[src/rtl/mod_arith_pkg.sv]
// Shared definitions for the modular arithmetic datapath: op encoding and
// the modulus correction applied to a raw add/sub result.
package mod_arith_pkg;

  localparam logic OP_ADD = 1'b0;
  localparam logic OP_SUB = 1'b1;

  // Widest raw value the correction helper handles (operands up to 32 bits).
  localparam int unsigned CORR_W = 33;

  // Corrected value: add results are pulled down by m, sub results pushed up by m.
  function automatic logic [CORR_W-1:0] mod_corr(input logic [CORR_W-1:0] r,
                                                 input logic              op,
                                                 input logic [CORR_W-1:0] m);
    mod_corr = (op == OP_SUB) ? r + m : r - m;
  endfunction

endpackage

[src/rtl/mod_addsub_core.sv]
// Combinational first-stage datapath: raw a +/- b, its modulus-corrected
// counterpart and the operand range error.
module mod_addsub_core
  import mod_arith_pkg::*;
#(
  parameter int unsigned N = 4,
  parameter int unsigned M = 13
) (
  input  logic         op,
  input  logic [N-1:0] a,
  input  logic [N-1:0] b,
  output logic [N:0]   r,
  output logic [N:0]   c,
  output logic         err1
);

  localparam int unsigned W = N + 1;
  localparam logic [W-1:0] M_W = W'(M);

  logic [W-1:0] w_b_addend;
  logic [W-1:0] w_corr_k;

  // Kogge-Stone prefix adder with carry-in.
  function automatic logic [W-1:0] ks_add(input logic [W-1:0] x,
                                          input logic [W-1:0] y,
                                          input logic         cin);
    logic [W-1:0] g;
    logic [W-1:0] p;
    logic [W-1:0] h;
    logic [W-1:0] gn;
    logic [W-1:0] pn;
    h    = x ^ y;
    p    = h;
    g    = x & y;
    g[0] = g[0] | (p[0] & cin);
    for (int unsigned d = 1; d < W; d = d * 2) begin
      gn = g;
      pn = p;
      for (int unsigned i = d; i < W; i++) begin
        gn[i] = g[i] | (p[i] & g[i-d]);
        pn[i] = p[i] & p[i-d];
      end
      g = gn;
      p = pn;
    end
    return h ^ {g[W-2:0], cin};
  endfunction

  assign w_b_addend = (op == OP_SUB) ? ~{1'b0, b} : {1'b0, b};
  // Correcting the value zero yields the signed constant +M or -M.
  assign w_corr_k   = W'(mod_corr('0, op, CORR_W'(M)));

  assign r    = ks_add({1'b0, a}, w_b_addend, op);
  assign c    = ks_add(r, w_corr_k, 1'b0);
  assign err1 = ({1'b0, a} >= M_W) || ({1'b0, b} >= M_W);

endmodule

[src/rtl/mod_addsub_pipe.sv]
// Two-stage pipelined (a +/- b) mod M with valid/ready on both sides,
// operand range checking and a wrapping output-handshake counter.
module mod_addsub_pipe
  import mod_arith_pkg::*;
#(
  parameter int unsigned N  = 4,
  parameter int unsigned M  = 13,
  parameter int unsigned TW = 4,
  parameter int unsigned CW = 8
) (
  input  logic          clk,
  input  logic          rst,
  input  logic          in_valid,
  output logic          in_ready,
  input  logic          op,
  input  logic [N-1:0]  a,
  input  logic [N-1:0]  b,
  input  logic [TW-1:0] in_tag,
  output logic          out_valid,
  input  logic          out_ready,
  output logic [N-1:0]  result,
  output logic          err,
  output logic [TW-1:0] out_tag,
  output logic [CW-1:0] count
);

  localparam int unsigned W = N + 1;
  localparam logic [W-1:0] M_W = W'(M);

  if (N < 2 || N > 32 || M < 2 || 64'(M) > (64'd1 << N)) begin : g_param_check
    $error("mod_addsub_pipe: need 2 <= N <= 32 and 2 <= M <= 2**N");
  end

  logic          r_s1_valid;
  logic          r_s1_op;
  logic [W-1:0]  r_s1_r;
  logic [W-1:0]  r_s1_c;
  logic          r_s1_err;
  logic [TW-1:0] r_s1_tag;

  logic          r_s2_valid;
  logic [N-1:0]  r_result;
  logic          r_err;
  logic [TW-1:0] r_tag;
  logic [CW-1:0] r_count;

  logic [W-1:0]  w_r;
  logic [W-1:0]  w_c;
  logic          w_err1;
  logic [N-1:0]  w_sel;
  logic          w_s2_free;
  logic          w_s1_move;
  logic          w_in_xfer;
  logic          w_out_xfer;

  mod_addsub_core #(.N(N), .M(M)) u_core (
    .op   (op),
    .a    (a),
    .b    (b),
    .r    (w_r),
    .c    (w_c),
    .err1 (w_err1)
  );

  assign w_s2_free  = !r_s2_valid || out_ready;
  assign w_s1_move  = r_s1_valid && w_s2_free;
  // rst term keeps in_ready high while stale valid bits are being cleared.
  assign in_ready   = rst || !r_s1_valid || w_s2_free;
  assign w_in_xfer  = in_valid && in_ready;
  assign w_out_xfer = r_s2_valid && out_ready;

  // Second-stage result selection.
  always_comb begin
    w_sel = N'(r_s1_r);
    if (r_s1_err) begin
      w_sel = '0;
    end else if (r_s1_op == OP_SUB) begin
      if (r_s1_r[N]) w_sel = N'(r_s1_c);
    end else if (r_s1_r >= M_W) begin
      w_sel = N'(r_s1_c);
    end
  end

  always_ff @(posedge clk) begin
    if (rst) begin
      r_s1_valid <= 1'b0;
      r_s1_op    <= OP_ADD;
      r_s1_r     <= '0;
      r_s1_c     <= '0;
      r_s1_err   <= 1'b0;
      r_s1_tag   <= '0;
      r_s2_valid <= 1'b0;
      r_result   <= '0;
      r_err      <= 1'b0;
      r_tag      <= '0;
      r_count    <= '0;
    end else begin
      if (w_in_xfer) begin
        r_s1_valid <= 1'b1;
        r_s1_op    <= op;
        r_s1_r     <= w_r;
        r_s1_c     <= w_c;
        r_s1_err   <= w_err1;
        r_s1_tag   <= in_tag;
      end else if (w_s1_move) begin
        r_s1_valid <= 1'b0;
      end

      if (w_s1_move) begin
        r_s2_valid <= 1'b1;
        r_result   <= w_sel;
        r_err      <= r_s1_err;
        r_tag      <= r_s1_tag;
      end else if (w_out_xfer) begin
        r_s2_valid <= 1'b0;
      end

      if (w_out_xfer) r_count <= r_count + CW'(1);
    end
  end

  assign out_valid = r_s2_valid;
  assign result    = r_result;
  assign err       = r_err;
  assign out_tag   = r_tag;
  assign count     = r_count;

endmodule

[config.mk]
export PLATFORM = sky130hd
export DESIGN_NAME = mod_addsub_pipe
export DESIGN_NICKNAME = d
export VERILOG_FILES = /design/src/rtl/mod_arith_pkg.sv /design/src/rtl/mod_addsub_core.sv /design/src/rtl/mod_addsub_pipe.sv
export SDC_FILE = /design/constraint.sdc
export NUM_CORES = 1
export LEC_CHECK = 0
export ABC_CLOCK_PERIOD_IN_PS = 6200
export CAP_MARGIN = 10
export CORE_AREA = 3 3 69 71
export DETAILED_ROUTE_END_ITERATION = 12
export DIE_AREA = 0 0 72 74
export GPL_ROUTABILITY_DRIVEN = 0
export GPL_TIMING_DRIVEN = 0
export PLACE_DENSITY = 0.64
export SYNTH_ARGS = -nofsm -noshare
export SYNTH_HDL_FRONTEND = slang
export SYNTH_SLANG_ARGS = --single-unit
[constraint.sdc]
create_clock -name clk -period 6.2 [get_ports clk]
set_input_delay 0.62 -clock clk [delete_from_list [all_inputs] [get_ports clk]]
set_output_delay 0.62 -clock clk [all_outputs]
set_load 0.05 [all_outputs]
# Word-level counts from Yosys, hierarchy flattened
# Index checks and enable logic that the tools add are counted.
[totals]
regBits = 34
input_bits = 17
output_inout_bits = 19
word_cells = 64
[classes]
addsub = 1
n_lt_le_gt_ge = 3
n_mux = 10
bitwise = 28
reduce_logical = 11
[op_table]
columns = ["operator", "n"]
rows = [
  ["$mux W4", 5],
  ["$and A1 B1 Y1", 12],
  ["$or A1 B1 Y1", 9],
  ["$add A8 B1 Y8 const B", 1],
  ["$and A4 B4 Y4", 2],
  ["$ge A4 B4 Y1 const B", 2],
  ["$xor A4 B4 Y4", 2],
  ["$ge A5 B4 Y1 const B", 1],
  ["$mux W5", 1],
  ["$not A4 Y5", 1],
  ["$xor A4 B5 Y5", 1],
  ["$xor A5 B5 Y5", 1],
  ["$logic_or A1 B1 Y1", 4],
  ["$mux W1", 4],
  ["$reduce_bool A2 Y1", 2],
  ["$logic_and A1 B1 Y1", 3],
  ["$logic_not A1 Y1", 2],
]

# Logic depth before layout (Yosys ltp)
# Gate-level depths: netlist of the first run.
[logic_depth]
word_depth = 15
mapped_depth = 10

# Modules after synthesis
# A second synthesis of the first run with hierarchy kept.
[hier_totals]
hier_cells = 212
area_unflattened_um2 = 1794.2
[by_module_without_submodules]
columns = ["module", "instances", "cells_per_inst", "area_each_um2"]
rows = [
  ["mod_addsub_pipe", 1, 174, 1467.7],
  ["mod_addsub_core", 1, 38, 326.6],
]

# Worst setup path after synthesis of the first run
# No wires, ideal clock.
[synth_timing]
path_kind = "in2reg"
from = "input port op"
to = "register r_s1_c[3]"
setup_time_ns = 0.079
arrival_time_ns = 2.711
t_required_ns = 6.121
path_slack_ns = 3.409
path_stages = 9
path_cell_list = "buf_2 mux2_2 fa_1 xor2_1 ha_1 or4b_1 nand4_1 xnor2_1 a211oi_2"
[synth_between]
elab_chain_len = 12
[synth_rtl]
columns = ["item", "line", "rtl"]
rows = [
  ["start, declared", "mod_addsub_pipe.sv:15", "input logic op,"],
  ["$mux W5", "mod_addsub_core.sv:49", "assign w_b_addend = (op == OP_SUB) ? ~{1'b0, b} : {1'b0, b};"],
  ["$xor A4 B5 Y5", "mod_addsub_core.sv:32", "h = x ^ y;"],
  ["$and A1 B1 Y1", "mod_addsub_core.sv:35", "g[0] = g[0] | (p[0] & cin);"],
  ["$or A1 B1 Y1", "mod_addsub_core.sv:35", ""],
  ["$and A1 B1 Y1", "mod_addsub_core.sv:40", "gn[i] = g[i] | (p[i] & g[i-d]);"],
  ["$or A1 B1 Y1", "mod_addsub_core.sv:40", ""],
  ["$xor A5 B5 Y5 *", "mod_addsub_core.sv:46", "return h ^ {g[W-2:0], cin};"],
  ["net u_core.r[2]", "mod_addsub_core.sv:12", "output logic [N:0] r,"],
  ["$xor A4 B4 Y4", "mod_addsub_core.sv:32", ""],
  ["$and A1 B1 Y1, on equally long branches", "mod_addsub_core.sv:40, mod_addsub_core.sv:41", ""],
  ["$or A1 B1 Y1 / $and A1 B1 Y1 (equally long branches)", "mod_addsub_core.sv:40", ""],
  ["$or A1 B1 Y1 *", "mod_addsub_core.sv:40", ""],
  ["$xor A4 B4 Y4 *", "mod_addsub_core.sv:46", ""],
  ["end signal, assigned", "mod_addsub_pipe.sv:102", "r_s1_c <= w_c;"],
  ["end, declared", "mod_addsub_pipe.sv:37", "logic [W-1:0] r_s1_c;"],
]
# The timed path passes the listed nets; every way through them passes the cells marked *.
# A chain may end at the register's enable or synchronous reset.

# Final worst setup path of the first run
[layout_timing]
from = "input port op"
to = "register r_s1_c[3]"
[layout_lines]
columns = ["item", "line"]
rows = [
  ["$mux W5", "mod_addsub_core.sv:49"],
  ["$xor A4 B5 Y5", "mod_addsub_core.sv:32"],
  ["$and A1 B1 Y1", "mod_addsub_core.sv:35"],
  ["$or A1 B1 Y1", "mod_addsub_core.sv:35"],
  ["$xor A5 B5 Y5 *", "mod_addsub_core.sv:46"],
  ["net u_core.r[1]", "mod_addsub_core.sv:12"],
  ["$and A4 B4 Y4 / $xor A4 B4 Y4 (equally long branches)", "mod_addsub_core.sv:34, mod_addsub_core.sv:32"],
  ["$and A1 B1 Y1, on equally long branches", "mod_addsub_core.sv:40, mod_addsub_core.sv:41"],
  ["$or A1 B1 Y1 / $and A1 B1 Y1 (equally long branches)", "mod_addsub_core.sv:40"],
  ["$or A1 B1 Y1 *", "mod_addsub_core.sv:40"],
  ["$xor A4 B4 Y4 *", "mod_addsub_core.sv:46"],
]
# Marks and branches as above.

==> reports/summary.log, run 1 <==
qor: sta.rsz_0062_raised_after_global_routing no
qor: placed_design.post-dp-hpwl 2.72 mm
qor: placed_design.detailed_place.area 0.00205 mm²
qor: pwr.power.leakage 0.856 nW
qor: finish.fillCellCount 431
qor: critical_path.worst-path-max-fanout 10
qor: critical_path.reg2reg_to count[7]$_SDFFE_PP0P_
qor: clock_tree.cts_repair_resize_count 0
qor: finish.finalNetCount 256
qor: pwr.switching_share 26.8%
qor: clock_tree.cts-buffers-inserted 5
qor: critical_path.r2r_start out_valid$_SDFFE_PP0P_
qor: synth.synthesis.nets 215
qor: critical_path.regToRegSetupSlack 4.61 ns
qor: floorplanning.std_cell_rows 24
qor: placed_design.place_ws 2.71 ns
qor: route.antenna_violating_nets_post_route 0
qor: clock_tree.clock_sink_count 34
qor: critical_path.crit_path_cell_trace clkdlybuf4s50_1 > buf_2 > xor2_1 > fa_1 > ha_1 > nor4b_1 > a31oi_1 > nand4_1 > xnor2_1 > a211oi_2
qor: clock_tree.cts_setup_buffers 0
qor: synth.synth.cells.most_frequent 34 x sky130_fd_sc_hd__dfxtp_1, 29 x sky130_fd_sc_hd__nand2_1, 25 x sky130_fd_sc_hd__nor2_1
qor: floorplanning.start_util 38.4%
qor: synth.yosysMostFrequentCell sky130_fd_sc_hd__dfxtp_1
qor: finish.final_layout_size_suffix_gt1_share 7.33%
qor: pwr.powerDensity 261 mW/mm²
qor: critical_path.worstSetupPathType input pin to flip-flop
qor: pwr.comb_power_share 21.5%
qor: route.routed_wirelength 3.67 mm
qor: sta.layout_worst_path_cycle_share 51.9%
qor: synth.ys_seq_elements 34
qor: grt.grt.overflow.total 0
qor: critical_path.cp_slowest_cell sky130_fd_sc_hd__fa_1
qor: sta.hold_viol 0
qor: clock_tree.worstSkewPairLatency 0.28 ns
qor: clock_tree.tritoncts built
qor: worst_hold_path.whs_endpoint r_s1_c[1]$_SDFFE_PP0P_
qor: critical_path.timing.critical_path.required 6.40 ns
qor: pwr.net-switching-power 0.151 mW
qor: clock_tree.clock-root-buffer sky130_fd_sc_hd__clkbuf_8
qor: critical_path.arrival 3.42 ns
qor: floorplanning.boundaryPins 36
qor: sta.finalCriticalPeriod 3.22 ns
qor: pwr.total_power 0.566 mW
qor: synth.synth_top_flop_cell sky130_fd_sc_hd__dfxtp_1
qor: floorplanning.fp.dieH 74 µm
qor: finish.layout.area.seq 681 µm²
qor: worst_hold_path.hold-path-cell-count 2
qor: floorplanning.die_area 0.00533 mm²
qor: sta.tightest_slew 0.623 ns
qor: pwr.power_internal 0.414 mW
qor: finish.diodes 0
qor: clock_tree.cts-hold-fix-buffers 0
qor: critical_path.worst-r2r-cell-count 5
qor: sta.hold_ws 0.453 ns
qor: run_status.status completed
qor: synth.sequential_share_of_the_synthesized_area 41.3%
qor: critical_path.cp-start-kind input pin
qor: finish.finish.instance_area 0.00217 mm²
qor: synth.synth.avg_cell_area 8.63 µm²
qor: grt.first_pass_grt_wire_length 6.32 mm
qor: route.first_pass_iters 4
qor: route.dr.first_iter.drc_count 35
qor: grt.grt_start_max_net_pins 11
qor: critical_path.cpPeakStageDelay 0.52 ns
qor: grt.grt_use_total 15.3%
qor: route.route.detailed.vias_per_inst 5.16
qor: floorplanning.floorplan.core_area 0.00429 mm²
qor: route.routed_vias 1466
qor: pwr.ir_drop 87.8 µV
qor: sta.fin_setup_tns 0 ns
qor: worst_hold_path.min-delay-start r_s1_c[1]$_SDFFE_PP0P_
qor: sta.finalSetupViolations 0
qor: pwr.seq_power_share 42.6%
qor: sta.report.final.slew_viol_count 0
qor: grt.initial_antenna_violation_count 0
qor: floorplanning.die_w 72 µm
qor: flow_run.total_of_max_cap_violations 0
qor: synth.post_synth_num_cell_types 41
qor: route.detail_route.drc_violations 0
qor: synth.ys_async_sr_fraction 0%
qor: synth.top_area_cell_type_share_of_the_netlist_area 41.3%
qor: synth.edff_count_synth 0
qor: pwr.proportion_of_power_drawn_by_the_clock_network 35.9%
qor: placed_design.io_buffers 34
qor: worst_hold_path.path_class_of_the_lowest_slack_min_delay_path flip-flop to flip-flop
qor: synth.yosysWarningCount 0
qor: synth.synth_largest_area_cell sky130_fd_sc_hd__dfxtp_1
qor: synth.post_synth_instance_area 0.00165 mm²
qor: sta.clock_skew 0.00629 ns
qor: synth.area_contributors_post_synth sky130_fd_sc_hd__dfxtp_1 41%, sky130_fd_sc_hd__nand2_1 6.6%, sky130_fd_sc_hd__a21oi_1 6.1%, sky130_fd_sc_hd__nor2_1 5.7%, sky130_fd_sc_hd__xor2_1 4.8%
qor: clock_tree.clk_transition_reported_paths 0.06 ns
qor: sta.slew-limit-headroom 58.5%
qor: clock_tree.cts_buffer_depth 2
qor: synth.synthesis.instances 191
qor: critical_path.cp-end-kind flip-flop
qor: finish.multi_input_comb_area 916 µm²
qor: grt.vias_in_the_first_global_route 1445
qor: finish.syn2layout_area_growth 31.4%
qor: sta.final_critical_path_setup_slack 2.98 ns
qor: clock_tree.cts.htree.levels 2
qor: sta.achievable-frequency 0.311 GHz
qor: route.post_drt_wl_per_cell 12.9 µm
[flip-flops by register name, indices dropped and copies added, names as in the netlist]
| name | cells |
|---|---|
| r_s1_err | 1 |
| r_s1_r | 5 |
| r_s1_c | 4 |
| err | 1 |
| r_s1_valid | 1 |
| out_tag | 4 |
| out_valid | 1 |
| result | 4 |
| r_s1_tag | 4 |
| count | 8 |
| r_s1_op | 1 |
[worst max path at each step]
stage | endpoint | slack [ns] | cells past startpoint | from
after floorplan | r_s1_c[3]$_SDFFE_PP0P_ | 3.41 | 9 | op
after global placement | r_s1_c[3]$_SDFFE_PP0P_ | 2.71 | 10 | op
after detailed placement | r_s1_c[3]$_SDFFE_PP0P_ | 2.71 | 10 | op
after CTS | r_s1_c[3]$_SDFFE_PP0P_ | 2.99 | 10 | op
after global routing | r_s1_c[3]$_SDFFE_PP0P_ | 2.88 | 10 | op
final | r_s1_c[3]$_SDFFE_PP0P_ | 2.98 | 10 | op
[metal layers]
| layer | global-route usage [%] | vias to the layer above | wire length, µm |
|---|---|---|---|
| met5 | 0 | - | 0 |
| met4 | 6.89 | 0 | 68 |
| met3 | 3.51 | 6 | 183 |
| met2 | 25.0 | 31 | 1720 |
| met1 | 19.4 | 681 | 1710 |
| li1 | - | 748 | - |
[worst max-delay path: cells and delay by family]
family	cells	cell delay (ns)
fa+ha+maj	2	0.87
buf+inv	2	0.76
simple gates	2	0.48
xor+xnor	2	0.39
compound gates	2	0.27
[placed cells by master, fill, tap and decap left out, types with 2 or more instances in the layout]
cell and instances:
sky130_fd_sc_hd__clkbuf_1 6, sky130_fd_sc_hd__xnor2_1 4, sky130_fd_sc_hd__a21oi_1 20, sky130_fd_sc_hd__a211o_1 2, sky130_fd_sc_hd__nand2_1 29, sky130_fd_sc_hd__clkbuf_8 6, sky130_fd_sc_hd__ha_1 6, sky130_fd_sc_hd__o21ai_0 3
sky130_fd_sc_hd__mux2i_1 6, sky130_fd_sc_hd__o221ai_1 2, sky130_fd_sc_hd__inv_1 4, sky130_fd_sc_hd__buf_2 3, sky130_fd_sc_hd__o211ai_1 4, sky130_fd_sc_hd__nand4_1 4, sky130_fd_sc_hd__and2_1 2, sky130_fd_sc_hd__or3_1 2
sky130_fd_sc_hd__clkdlybuf4s50_1 34, sky130_fd_sc_hd__nor3_1 2, sky130_fd_sc_hd__nor4b_1 2, sky130_fd_sc_hd__dfxtp_1 34, sky130_fd_sc_hd__xor2_1 9, sky130_fd_sc_hd__nand4b_1 2, sky130_fd_sc_hd__nor2_1 25
[per-stage QoR]
| stage | utilization [%] | cells |
|---|---|---|
| final | 50.5 | 284 |
| after CTS | 50.5 | 284 |
| after detailed placement | 47.8 | 277 |
| after floorplan | - | 191 |
| after global routing | 50.5 | 284 |
| after global placement | 47.8 | 277 |
[layout make-up]
class | instances | area share, %
Multi-Input combinational cell | 144 | 42.3
Sequential cell | 34 | 31.4
Timing Repair Buffer | 34 | 15.7
Clock buffer | 6 | 3.81
Tap cell | 52 | 3.00
Buffer | 9 | 1.73
Clock inverter | 1 | 1.39
Inverter | 4 | 0.693
[cell families (layout without fill, tap and decap cells)]
group,count (synthesis),count (layout),share of synthesized area [%]
AND/OR/NAND/NOR,76,76,21.9
AO/OA/AOI/OAI,40,40,15.6
flip-flops,34,34,41.3
XOR/XNOR,14,14,7.89
buffers and inverters,13,54,3.19
adder cells (fa/ha/maj),7,7,5.77
multiplexers,7,7,4.32
[power by group through the flow]
stage	logic [mW]	registers, mW	clock network (mW)
floorplan	0.0767	0.253	0
global route	0.135	0.242	0.218
global placement	0.119	0.245	0
finish	0.122	0.241	0.203
detailed placement	0.121	0.245	0
CTS	0.123	0.241	0.208
No activity file was read; power rests on OpenSTA's default activity.
==> run 2: changes to the inputs <==
--- a/config.mk
+++ b/config.mk
@@ -5,7 +5,7 @@
 export SDC_FILE = /design/constraint.sdc
 export NUM_CORES = 1
 export LEC_CHECK = 0
-export ABC_CLOCK_PERIOD_IN_PS = 6200
+export ABC_CLOCK_PERIOD_IN_PS = 3300
 export CAP_MARGIN = 10
 export CORE_AREA = 3 3 69 71
 export DETAILED_ROUTE_END_ITERATION = 12
==> constraint.sdc (replaced) <==
create_clock -name clk -period 3.3 [get_ports clk]
set_input_delay 0.33 -clock clk [delete_from_list [all_inputs] [get_ports clk]]
set_output_delay 0.33 -clock clk [all_outputs]
set_load 0.05 [all_outputs]
==> results of run 2 <==
The final DEF is identical to that of run 1. Status: completed.
Among the figures that moved: setup slack after placement 2.71 ns -> 0.100 ns; clock-pin slew on the worst setup and hold paths 0.06 ns -> 0.07 ns; setup slack after layout 2.98 ns -> 0.372 ns; hold slack 0.453 ns -> 0.432 ns; register-to-register setup slack 4.61 ns -> 1.71 ns; end point of the worst hold path r_s1_c[1]$_SDFFE_PP0P_ -> r_s1_valid$_SDFFE_PP0P_; total power 0.566 mW -> 1.06 mW; worst IR drop on VDD 87.8 µV -> 165 µV
